$ cat src/rtl/cache_mem_arbiter_pkg.sv
// Shared cache-side types for the cacheline memory arbiter: FSM states,
// port owner, captured request format and line-alignment helper.
package cache_types;

  localparam int REQ_ADDR_W = 32;
  localparam int REQ_LINE_W = 256;
  localparam int LINE_BYTES = 32;

  typedef enum logic [1:0] {
    IDLE    = 2'd0,
    BUSY_IC = 2'd1,
    BUSY_DC = 2'd2
  } arb_state_t;

  typedef enum logic {
    OWN_IC = 1'b0,
    OWN_DC = 1'b1
  } arb_owner_t;

  typedef struct packed {
    logic [REQ_ADDR_W-1:0] addr;
    logic [REQ_LINE_W-1:0] wdata;
    logic                  write;
  } mem_req_t;

  // Clears the byte-offset bits so the memory side only ever sees whole lines.
  function automatic logic [REQ_ADDR_W-1:0] line_align(input logic [REQ_ADDR_W-1:0] a);
    return a & ~REQ_ADDR_W'(LINE_BYTES - 1);
  endfunction

endpackage

$ cat src/rtl/cache_mem_arbiter_if.sv
// Whole-line request/response bus used both for the cache dfp ports and for
// the shared memory port. The requester side is the master.
interface cache_mem_arbiter_if #(
  parameter int ADDR_W = 32,
  parameter int LINE_W = 256
);
  logic [ADDR_W-1:0] addr;
  logic              read;
  logic              write;
  logic [LINE_W-1:0] wdata;
  logic [LINE_W-1:0] rdata;
  logic              resp;

  modport master (output addr, read, write, wdata, input rdata, resp);
  modport slave  (input addr, read, write, wdata, output rdata, resp);
endinterface

$ cat src/rtl/cache_mem_arbiter_rr_arb2.sv
// Two-requester round-robin picker. Bit 0 is the icache, bit 1 the dcache.
// On a tie the requester that did not win last time is granted; the history
// only advances when the grant is actually taken (accept high).
module rr_arb2
  import cache_types::*;
(
  input  logic       clk,
  input  logic       rst,
  input  logic [1:0] req,
  input  logic       accept,
  output logic [1:0] gnt
);

  arb_owner_t last_grant_reg, last_grant_next;

  // One-hot pick; a tie goes to whoever did not own the port last.
  always_comb begin
    gnt = 2'b00;
    if (accept) begin
      if (req == 2'b11) begin
        gnt = (last_grant_reg == OWN_DC) ? 2'b01 : 2'b10;
      end else begin
        gnt = req;
      end
    end
  end

  // Remember the winner of every taken grant.
  always_comb begin
    last_grant_next = last_grant_reg;
    if (gnt[0]) begin
      last_grant_next = OWN_IC;
    end else if (gnt[1]) begin
      last_grant_next = OWN_DC;
    end
  end

  // History register; starts as DC so the icache wins the first tie.
  always_ff @(posedge clk or negedge rst) begin
    if (!rst) begin
      last_grant_reg <= OWN_DC;
    end else begin
      last_grant_reg <= last_grant_next;
    end
  end

endmodule

$ cat src/rtl/cache_mem_arbiter.sv
// Shares the single cacheline memory port between icache and dcache dfp
// ports. One whole-line transaction at a time, round-robin on contention.
// The memory request is driven only from the captured request register, so
// nothing on the cache side reaches mem_* combinationally.
// Optional build macro: ARB_PERF_EN adds grant and conflict counters.
module cache_mem_arbiter
  import cache_types::*;
#(
  parameter int ADDR_W = REQ_ADDR_W,
  parameter int LINE_W = REQ_LINE_W
) (
  input  logic                 clk,
  input  logic                 rst,
  cache_mem_arbiter_if.slave   ic_dfp,
  cache_mem_arbiter_if.slave   dc_dfp,
  cache_mem_arbiter_if.master  mem
`ifdef ARB_PERF_EN
  ,
  output logic [31:0]          perf_ic_grants,
  output logic [31:0]          perf_dc_grants,
  output logic [31:0]          perf_conflict_cycles
`endif
);

  arb_state_t state_reg, state_next;
  mem_req_t   req_reg, req_next;

  logic       ic_req, dc_req;
  logic       arb_accept;
  logic [1:0] gnt;
  logic       ic_resp, dc_resp;

  // A write flag wins over read, so read&write together is handled as a write.
  assign ic_req     = ic_dfp.read | ic_dfp.write;
  assign dc_req     = dc_dfp.read | dc_dfp.write;
  assign arb_accept = (state_reg == IDLE);

  rr_arb2 u_rr_arb2 (
    .clk    (clk),
    .rst    (rst),
    .req    ({dc_req, ic_req}),
    .accept (arb_accept),
    .gnt    (gnt)
  );

  // Next state and request capture; in BUSY the cache inputs are ignored.
  always_comb begin
    state_next = state_reg;
    req_next   = req_reg;
    unique case (state_reg)
      IDLE: begin
        if (gnt[0]) begin
          state_next     = BUSY_IC;
          req_next.addr  = line_align(ic_dfp.addr);
          req_next.wdata = ic_dfp.wdata;
          req_next.write = ic_dfp.write;
        end else if (gnt[1]) begin
          state_next     = BUSY_DC;
          req_next.addr  = line_align(dc_dfp.addr);
          req_next.wdata = dc_dfp.wdata;
          req_next.write = dc_dfp.write;
        end
      end
      BUSY_IC, BUSY_DC: begin
        if (mem.resp) begin
          state_next = IDLE;
        end
      end
      default: state_next = IDLE;
    endcase
  end

  // State and request registers; reset aborts any transaction in flight.
  always_ff @(posedge clk or negedge rst) begin
    if (!rst) begin
      state_reg <= IDLE;
      req_reg   <= '0;
    end else begin
      state_reg <= state_next;
      req_reg   <= req_next;
    end
  end

  // Memory side comes purely from registered state.
  assign mem.read  = (state_reg != IDLE) && !req_reg.write;
  assign mem.write = (state_reg != IDLE) &&  req_reg.write;
  assign mem.addr  = req_reg.addr[ADDR_W-1:0];
  assign mem.wdata = req_reg.wdata;

  // Response routing: only the owner sees the pulse and the data.
  assign ic_resp      = (state_reg == BUSY_IC) && mem.resp;
  assign dc_resp      = (state_reg == BUSY_DC) && mem.resp;
  assign ic_dfp.resp  = ic_resp;
  assign dc_dfp.resp  = dc_resp;
  assign ic_dfp.rdata = ic_resp ? mem.rdata : {LINE_W{1'b0}};
  assign dc_dfp.rdata = dc_resp ? mem.rdata : {LINE_W{1'b0}};

`ifdef ARB_PERF_EN
  logic [31:0] perf_ic_reg, perf_dc_reg, perf_conf_reg;
  logic        conflict;

  // A requester is held off while the other one owns the port or wins a tie.
  assign conflict = ((state_reg == BUSY_IC) && dc_req) ||
                    ((state_reg == BUSY_DC) && ic_req) ||
                    ((state_reg == IDLE) && ic_req && dc_req);

  // Free-running counters, wrapping naturally at 2^32.
  always_ff @(posedge clk or negedge rst) begin
    if (!rst) begin
      perf_ic_reg   <= '0;
      perf_dc_reg   <= '0;
      perf_conf_reg <= '0;
    end else begin
      if (gnt[0]) perf_ic_reg <= perf_ic_reg + 32'd1;
      if (gnt[1]) perf_dc_reg <= perf_dc_reg + 32'd1;
      if (conflict) perf_conf_reg <= perf_conf_reg + 32'd1;
    end
  end

  assign perf_ic_grants       = perf_ic_reg;
  assign perf_dc_grants       = perf_dc_reg;
  assign perf_conflict_cycles = perf_conf_reg;
`endif

  // Simulation-only protocol checks on the cache and memory inputs.
  always @(posedge clk) begin
    if (rst) begin
      assert (!(ic_dfp.read && ic_dfp.write))
        else $error("icache asserted read and write together; handled as write");
      assert (!(dc_dfp.read && dc_dfp.write))
        else $error("dcache asserted read and write together; handled as write");
      if (state_reg == IDLE) begin
        assert (!mem.resp)
          else $warning("mem_resp while idle; ignored");
      end
    end
  end

endmodule

$ cat src/flat_wrapper.sv
// flat-port wrapper written by rule: the top's interface ports become plain ports
module cache_mem_arbiter_flat import cache_types::*;
#(
  parameter int ADDR_W = REQ_ADDR_W,
  parameter int LINE_W = REQ_LINE_W
)
  (clk, rst, ic_dfp_addr, ic_dfp_read, ic_dfp_write, ic_dfp_wdata, ic_dfp_rdata, ic_dfp_resp, dc_dfp_addr, dc_dfp_read, dc_dfp_write, dc_dfp_wdata, dc_dfp_rdata, dc_dfp_resp, mem_addr, mem_read, mem_write, mem_wdata, mem_rdata, mem_resp);
  cache_mem_arbiter_if #(.ADDR_W(ADDR_W), .LINE_W(LINE_W)) ic_dfp_i ();
  cache_mem_arbiter_if #(.ADDR_W(ADDR_W), .LINE_W(LINE_W)) dc_dfp_i ();
  cache_mem_arbiter_if #(.ADDR_W(ADDR_W), .LINE_W(LINE_W)) mem_i ();
  input  logic clk;
  input  logic rst;
  input wire logic [$bits(ic_dfp_i.addr)-1:0] ic_dfp_addr;
  input wire logic [$bits(ic_dfp_i.read)-1:0] ic_dfp_read;
  input wire logic [$bits(ic_dfp_i.write)-1:0] ic_dfp_write;
  input wire logic [$bits(ic_dfp_i.wdata)-1:0] ic_dfp_wdata;
  output wire logic [$bits(ic_dfp_i.rdata)-1:0] ic_dfp_rdata;
  output wire logic [$bits(ic_dfp_i.resp)-1:0] ic_dfp_resp;
  input wire logic [$bits(dc_dfp_i.addr)-1:0] dc_dfp_addr;
  input wire logic [$bits(dc_dfp_i.read)-1:0] dc_dfp_read;
  input wire logic [$bits(dc_dfp_i.write)-1:0] dc_dfp_write;
  input wire logic [$bits(dc_dfp_i.wdata)-1:0] dc_dfp_wdata;
  output wire logic [$bits(dc_dfp_i.rdata)-1:0] dc_dfp_rdata;
  output wire logic [$bits(dc_dfp_i.resp)-1:0] dc_dfp_resp;
  output wire logic [$bits(mem_i.addr)-1:0] mem_addr;
  output wire logic [$bits(mem_i.read)-1:0] mem_read;
  output wire logic [$bits(mem_i.write)-1:0] mem_write;
  output wire logic [$bits(mem_i.wdata)-1:0] mem_wdata;
  input wire logic [$bits(mem_i.rdata)-1:0] mem_rdata;
  input wire logic [$bits(mem_i.resp)-1:0] mem_resp;
  assign ic_dfp_i.addr = ic_dfp_addr;
  assign ic_dfp_i.read = ic_dfp_read;
  assign ic_dfp_i.write = ic_dfp_write;
  assign ic_dfp_i.wdata = ic_dfp_wdata;
  assign ic_dfp_rdata = ic_dfp_i.rdata;
  assign ic_dfp_resp = ic_dfp_i.resp;
  assign dc_dfp_i.addr = dc_dfp_addr;
  assign dc_dfp_i.read = dc_dfp_read;
  assign dc_dfp_i.write = dc_dfp_write;
  assign dc_dfp_i.wdata = dc_dfp_wdata;
  assign dc_dfp_rdata = dc_dfp_i.rdata;
  assign dc_dfp_resp = dc_dfp_i.resp;
  assign mem_addr = mem_i.addr;
  assign mem_read = mem_i.read;
  assign mem_write = mem_i.write;
  assign mem_wdata = mem_i.wdata;
  assign mem_i.rdata = mem_rdata;
  assign mem_i.resp = mem_resp;
  cache_mem_arbiter #(.ADDR_W(ADDR_W), .LINE_W(LINE_W)) u_core (.clk(clk), .rst(rst), .ic_dfp(ic_dfp_i), .dc_dfp(dc_dfp_i), .mem(mem_i));
endmodule
$ cat config.mk
export PLATFORM = sky130hd
export DESIGN_NAME = cache_mem_arbiter_flat
export DESIGN_NICKNAME = d
export VERILOG_FILES = /design/src/rtl/cache_mem_arbiter_pkg.sv /design/src/rtl/cache_mem_arbiter_if.sv /design/src/rtl/cache_mem_arbiter_rr_arb2.sv /design/src/rtl/cache_mem_arbiter.sv /design/src/flat_wrapper.sv
export SDC_FILE = /design/constraint.sdc
export NUM_CORES = 1
export LEC_CHECK = 0
export ABC_AREA = 1
export CORE_AREA = 2 2 648 650
export DETAILED_ROUTE_END_ITERATION = 10
export DIE_AREA = 0 0 650 652
export HOLD_SLACK_MARGIN = 0.1
export PLACE_DENSITY = 0.3
export SETUP_SLACK_MARGIN = 0.4
export SYNTH_ARGS = -nofsm -noshare
export SYNTH_HDL_FRONTEND = slang
export SYNTH_SLANG_ARGS = --single-unit
$ cat constraint.sdc
create_clock -name clk -period 1.7 [get_ports clk]
set_input_delay 0.34 -clock clk [delete_from_list [all_inputs] [get_ports clk]]
set_output_delay 0.34 -clock clk [all_outputs]
set_load 0.03 [all_outputs]
==> impl_metrics.yaml, run 1 <==
worst_setup_path:
  worst-setup-path-type: "reg2out"
  end_kind: "output port"
  timing.rr.end: "u_core.mem.wdata[90]$_DFFE_PN0P_"
  crit_arrival_ns: 2.28
  cp-start-kind: "register"
  critPathMaxFanout: 8
  worstReg2RegStart: "u_core.state_reg[1]$_DFFE_PN0P_"
  r2r_cells: 11
  cp.required_ns: 1.36
  r2r_slack_ns: -0.34
hold_path:
  holdPathEnd: "u_core.mem.wdata[8]$_DFFE_PN0P_"
  hold_class: "in2reg"
  hold_depth: 5
  worstHoldStart: "dc_dfp_wdata[8]"
placed_design:
  gp_congestion: 0.948
  io_buffers: 1627
  dpl_cell_area_um2: 49600
  dpl.hpwl_um: 240000
floorplan:
  dieArea_um2: 424000
  die_w_um: 650
  io_pins: 1643
  initial_core_util: 0.0559
  dieHeight_um: 652
  core_um2: 416000
  rows: 237
run_status:
  run_status: "finished, violations left"
  violations: "negative setup slack"
drt:
  drt_wl_total_um: 272000
  vias_per_cell: 2.70
  first_iter_violations: 1493
  vias: 30465
  ant_nets: 0
  drcViolationCount: 0
  wl_per_cell_um: 24.1
  dr.pass1.iters: 6
power:
  power.density_nw_per_um2: 1460
  p_leak_nw: 27.3
  ir_drop_mv: 0.599
final_layout:
  fin_nets: 6531
  largest_reg_flops: 256
  layout-area-overhead-vs-synth_pct: 135
  fillers: 48142
  stdcell_area_um2: 54800
  layout_commonest_cell: "nand2_1"
  final_util: 0.132
  final_layout_size_suffix_gt1_frac: 0.262
  most-common-layout-cells: "nand2_1 (1,425), inv_1 (1,115), clkdlybuf4s50_1 (1,002)"
cts:
  clockBufferDepth: 3
  cts_root_buf: "clkbuf_16"
  clock_latency_ns: 0.71
  clock_sink_count: 287
  h-tree-depth: 2
  cts_buffers: 47
  clk_pin_slew_ns: 0.06
  tritoncts: "built"
synthesis:
  synth_cells: 4144
  synth.top_cell.area_share: 0.308
  yosysWarnings: 0
  synth-seq-cells: 287
  syn_avg_cell_area_um2: 5.62
  synthesis.area_um2: 23300
  ys_seq_area_frac: 0.309
  synth_cell_types: 19
  synthTopCellsByArea: "dfrtp_1 (31%), nand2_1 (23%), inv_1 (18%), buf_4 (9.3%), nor2_1 (8.3%)"
  synth_top_area_cell: "dfrtp_1"
run:
  drv_cap: 0
timing:
  timing.hold.ws_ns: 0.255
  fin_worst_skew_ns: 0.0450
  fin_crit_sh: 1.54
  relSlewSlack: 0.453
  max_freq_mhz: 382
  timing_hold_violations_final: 0
  fin_tns_setup_ns: -545.70
  setup_viol: 992
  period_minus_slack_ns: 2.62
  worst_pin_slew_ns: 0.818
  rsz0062_at_grt: "yes"
  fin_ws_ns: -0.919
  slew_viol_final: 0
global_route:
  grt_start_max_net_pins: 41
  grt_antenna_before_repair: 148
  grt_pass1_vias: 31749
  grt_pass1_wl_um: 342000
  gr-total-overflow: 0
  grt_usage: 0.123
worst max-delay path by stage:
stage                               startpoint                                end  slack [ns]  cells past startpoint
2_1_floorplan  u_core.state_reg[1]$_DFFE_PN0P_                   ic_dfp_rdata[24]       -0.09                      6
3_3_place_gp                       ic_dfp_read  u_core.mem.wdata[228]$_DFFE_PN0P_       -0.99                     11
3_5_place_dp                       ic_dfp_read  u_core.mem.wdata[107]$_DFFE_PN0P_       -0.93                     11
4_1_cts        u_core.state_reg[0]$_DFFE_PN0P_                   dc_dfp_rdata[14]       -1.02                      8
5_1_grt        u_core.state_reg[1]$_DFFE_PN0P_                  ic_dfp_rdata[145]       -1.02                      8
6_report       u_core.state_reg[0]$_DFFE_PN0P_                  dc_dfp_rdata[174]       -0.92                      7
metrics by stage:
| stage | instances | power [W] | worst slack, ns |
|---|---|---|---|
| 3_5_place_dp | 11079 | 0.0681 | -0.934 |
| 3_3_place_gp | 11079 | 0.0685 | -0.993 |
| 5_1_grt | 11263 | 0.0855 | -1.02 |
| 6_report | 11269 | 0.0797 | -0.919 |
| 2_1_floorplan | 4148 | 0.0413 | -0.0907 |
| 4_1_cts | 11207 | 0.0815 | -1.02 |
cells in the mapped netlist:
master / instances
o21ai_2: 1
ha_1: 3
dfstp_2: 1
dfrtp_1: 286
nand2_1: 1427
nand2_2: 1
buf_2: 102
nor2_1: 517
inv_2: 2
o21ai_0: 1
nand3_2: 1
conb_1: 1
o21a_1: 1
buf_4: 288
nand3_1: 285
buf_1: 10
clkbuf_1: 99
o21ai_1: 1
inv_1: 1117
per-layer routing:
metal | part of all wire | track usage | wire length, um
met5 | 0.00040 | 0 | 108
met4 | 0.035 | 0.0323 | 9460
met3 | 0.056 | 0.0268 | 15200
met2 | 0.55 | 0.243 | 149000
met1 | 0.36 | 0.129 | 98100
repair_timing:
item / CTS / global route
endpoints found under the setup margin: 1086 / 1101
endpoints found under the hold margin: 203 / 0
pin swaps: 25 / 31
setup buffers: 24 / 4
resized for setup: 386 / 276
gates cloned: 17 / 10
hold buffers: 3 / 0
power by group:
part	internal (W)	switching, W	total, W
Combinational	0.0222	0.0334	0.0556
Sequential	0.0103	0.00341	0.0138
Clock	0.00596	0.00438	0.0103
Total	0.0386	0.0412	0.0797
worst max-delay path, cell delays in order, from the launching register on:
cell and delay [ns]:
dfrtp_2 0.44, inv_2 0.09, ha_4 0.19, nand2_8 0.16, buf_12 0.23, buf_16 0.16, nor2_4 0.11, buf_8 0.15
logic make-up after synthesis:
| family | synth area share |
|---|---|
| and+or+nand+nor | 0.376 |
| other | 0.000161 |
| buffers and inverters | 0.313 |
| adders and majority gates | 0.00161 |
| DFF | 0.309 |
| AOI/OAI and AO/OA | 0.00113 |
layout make-up:
class                           count  area, um2  area share
Tap cell                         5497       6880       0.126
Antenna cell                       48        120     0.00219
Inverter                         1119       4220      0.0769
Clock inverter                     18        221     0.00404
Sequential cell                   287       7180       0.131
Timing Repair Buffer             1988      22800       0.416
Clock buffer                       66       1340      0.0244
Multi-Input combinational cell   2246      12000       0.219
(Power assumes the default switching activity.)
==> run 2: changes to the inputs <==
--- a/config.mk
+++ b/config.mk
@@ -7,6 +7,7 @@
 export LEC_CHECK = 0
 export ABC_AREA = 1
 export CORE_AREA = 2 2 648 650
+export CTS_BUF_LIST = sky130_fd_sc_hd__clkbuf_2 sky130_fd_sc_hd__clkbuf_4 sky130_fd_sc_hd__clkbuf_8
 export DETAILED_ROUTE_END_ITERATION = 10
 export DIE_AREA = 0 0 650 652
 export HOLD_SLACK_MARGIN = 0.1
==> constraint.sdc (replaced) <==
create_clock -name clk -period 2.6 [get_ports clk]
set_input_delay 0.52 -clock clk [delete_from_list [all_inputs] [get_ports clk]]
set_output_delay 0.52 -clock clk [all_outputs]
set_load 0.03 [all_outputs]
==> run 2 against run 1 <==
Net effect: the run still ends with negative setup slack left; register-to-register slack gained 0.73 ns; power down 39%; count of clock-buffer cells in the layout rose by 48; non-clock buffer count shrank 72; clock skew up 0.075 ns; first-iteration DRC count rose by 6.2%; via count decreased by 2.6%; final area decreased by 4.2%; sequential power down 41%; flip-flop and latch count unchanged; critical path type unchanged.
==> impl_metrics.yaml, run 2 (synthesis results as in run 1) <==
timing:
  max_freq_mhz: 329
  rsz0062_at_grt: "yes"
  fin_worst_skew_ns: 0.120
  relSlewSlack: 0.564
  slew_viol_final: 0
  timing_hold_violations_final: 0
  fin_crit_sh: 1.17
  setup_viol: 526
  fin_ws_ns: -0.442
  period_minus_slack_ns: 3.04
  worst_pin_slew_ns: 0.653
worst_setup_path:
  timing.rr.end: "u_core.mem.wdata[77]$_DFFE_PN0P_"
  cp_slowest_cell: "dfrtp_2"
  cp-start-kind: "register"
  worst-setup-path-type: "reg2out"
  critPathMaxFanout: 24
  r2r_slack_ns: 0.39
  path_cells: "inv_2 > ha_4 > nand2_8 > clkbuf_16 > buf_16 > nor2_1 > buf_12"
  cp.required_ns: 2.08
  r2r_cells: 10
  cp_top_family: "buffers and inverters"
  end_kind: "output port"
  path_buf_inv: 4
  crit_cells: 7
  worstReg2RegStart: "u_core.state_reg[1]$_DFFE_PN0P_"
  cp_slowest_stage_delay_ns: 0.44
  crit_arrival_ns: 2.52
hold_path:
  hold_class: "in2reg"
  hold_depth: 5
  holdPathEnd: "u_core.mem.wdata[249]$_DFFE_PN0P_"
  worstHoldStart: "dc_dfp_wdata[249]"
drt:
  vias_per_cell: 2.65
  drcViolationCount: 0
  drt_wl_total_um: 310000
  wl_per_cell_um: 27.7
  dr.pass1.iters: 5
  vias: 29686
  ant_nets: 0
  first_iter_violations: 1586
power:
  clockPowerShare: 0.129
  switchingPower_w: 0.0267
  ir_drop_mv: 0.457
  switching_share: 0.546
  pwr-share-comb: 0.706
  p_int_w: 0.0222
  power.density_nw_per_um2: 933
  power.share.sequential: 0.165
  p_leak_nw: 26.7
floorplan:
  die_w_um: 650
  dieArea_um2: 424000
  initial_core_util: 0.0559
  io_pins: 1643
  dieHeight_um: 652
  rows: 237
  core_um2: 416000
global_route:
  grt_pass1_wl_um: 373000
  grt_usage: 0.140
  grt_antenna_before_repair: 164
  grt_start_max_net_pins: 51
  gr-total-overflow: 0
  grt_pass1_vias: 29662
final_layout:
  fin_nets: 6483
  fillers: 48458
  final_layout_size_suffix_gt1_frac: 0.220
  layout-area-overhead-vs-synth_pct: 126
  largest_reg_flops: 256
  most-common-layout-cells: "nand2_1 (1,425), inv_1 (1,115), clkdlybuf4s50_1 (1,008)"
  stdcell_area_um2: 52500
  layout_commonest_cell: "nand2_1"
cts:
  cts_buffers: 74
  cts_root_buf: "clkbuf_8"
  clock_sink_count: 287
  clk_pin_slew_ns: 0.06
  tritoncts: "built"
  h-tree-depth: 3
  clock_latency_ns: 0.90
  clockBufferDepth: 4
placed_design:
  gp_congestion: 0.918
  dpl.hpwl_um: 278000
  post-place-ws_ns: -0.225
  io_buffers: 1627
  dpl_cell_area_um2: 48600
run_status:
  run_status: "finished, violations left"
  violations: "negative setup slack"
run:
  drv_cap: 0
run 2: changes by cell type in the layout (fill, tap and decap cells not counted), sizes merged, moves of 4 or more:
cell           previous run  this run
clkdlybuf4s50          1002      1008
dlygate4sd3               3        24
clkbuf                   75       128
clkinv                   10         6
diode                    48        33
buf                     973       869
run 2: timing repair:
item                       in CTS  in global routing
pin swaps                       1                  4
hold endpoints to repair      307                  0
hold buffers                   24                  0
cloned                          1                 15
resized for setup             152                298
setup endpoints to repair     741                721
setup buffers                   1                  8
run 2: cell type report:
cell class	count	area (um2)	share of cell area
diodes	33	82.6	0.00157
flip-flops and latches	287	7180	0.137
well taps	5497	6880	0.131
clock inverters	10	73.8	0.00141
clock buffers	114	1390	0.0265
multi-input cells	2243	10100	0.193
inverters	1119	4220	0.0803
repair buffers	1916	22600	0.430
run 2: how the worst max path moves through the flow:
stage               slack (ns)                            start           endpoint
floorplan                 0.59  u_core.state_reg[0]$_DFFE_PN0P_  dc_dfp_rdata[246]
global route             -0.59  u_core.state_reg[1]$_DFFE_PN0P_   ic_dfp_rdata[23]
CTS                      -0.63  u_core.state_reg[0]$_DFFE_PN0P_  dc_dfp_rdata[147]
detailed placement       -0.22                         mem_resp  dc_dfp_rdata[136]
finish                   -0.44  u_core.state_reg[0]$_DFFE_PN0P_  dc_dfp_rdata[199]
global placement         -0.23                         mem_resp  dc_dfp_rdata[136]
run 2: metrics by stage:
step | std cells | total power, W | util | hold WS (ns) | TNS [ns]
floorplan | 4148 | 0.0258 | - | 0.224 | 0
global placement | 11013 | 0.0431 | 0.117 | 0.463 | -1.73
detailed placement | 11013 | 0.0430 | 0.117 | 0.464 | -2.05
CTS | 11163 | 0.0501 | 0.122 | 0.100 | -258.99
global route | 11214 | 0.0528 | 0.126 | 0.163 | -261.70
finish | 11219 | 0.0490 | 0.126 | 0.258 | -173.31
run 2: routing by layer:
metal  GRT usage  vias up  share of wire
met3      0.0492      413          0.081
met5           0        -        0.00082
met2       0.280     1231           0.56
met1       0.133    13756           0.33
met4      0.0373       36          0.029
li1            -    14250              -
run 2: power by group through the flow:
stage	sequential, W	clock [W]	combinational [W]
2_1_floorplan	0.00768	0	0.0182
3_3_place_gp	0.00812	0	0.0350
3_5_place_dp	0.00814	0	0.0348
4_1_cts	0.00812	0.00675	0.0352
5_1_grt	0.00840	0.00683	0.0376
6_report	0.00809	0.00630	0.0346
run 2: worst register-to-register path, cell delays in order, from the launching register on:
cell and delay [ns]:
dfrtp_1 0.42, inv_2 0.08, buf_4 0.13, ha_1 0.30, buf_4 0.21, nand3_4 0.10
buf_12 0.17, buf_12 0.29, nand2_1 0.12, nand2_1 0.18, nand2_1 0.08
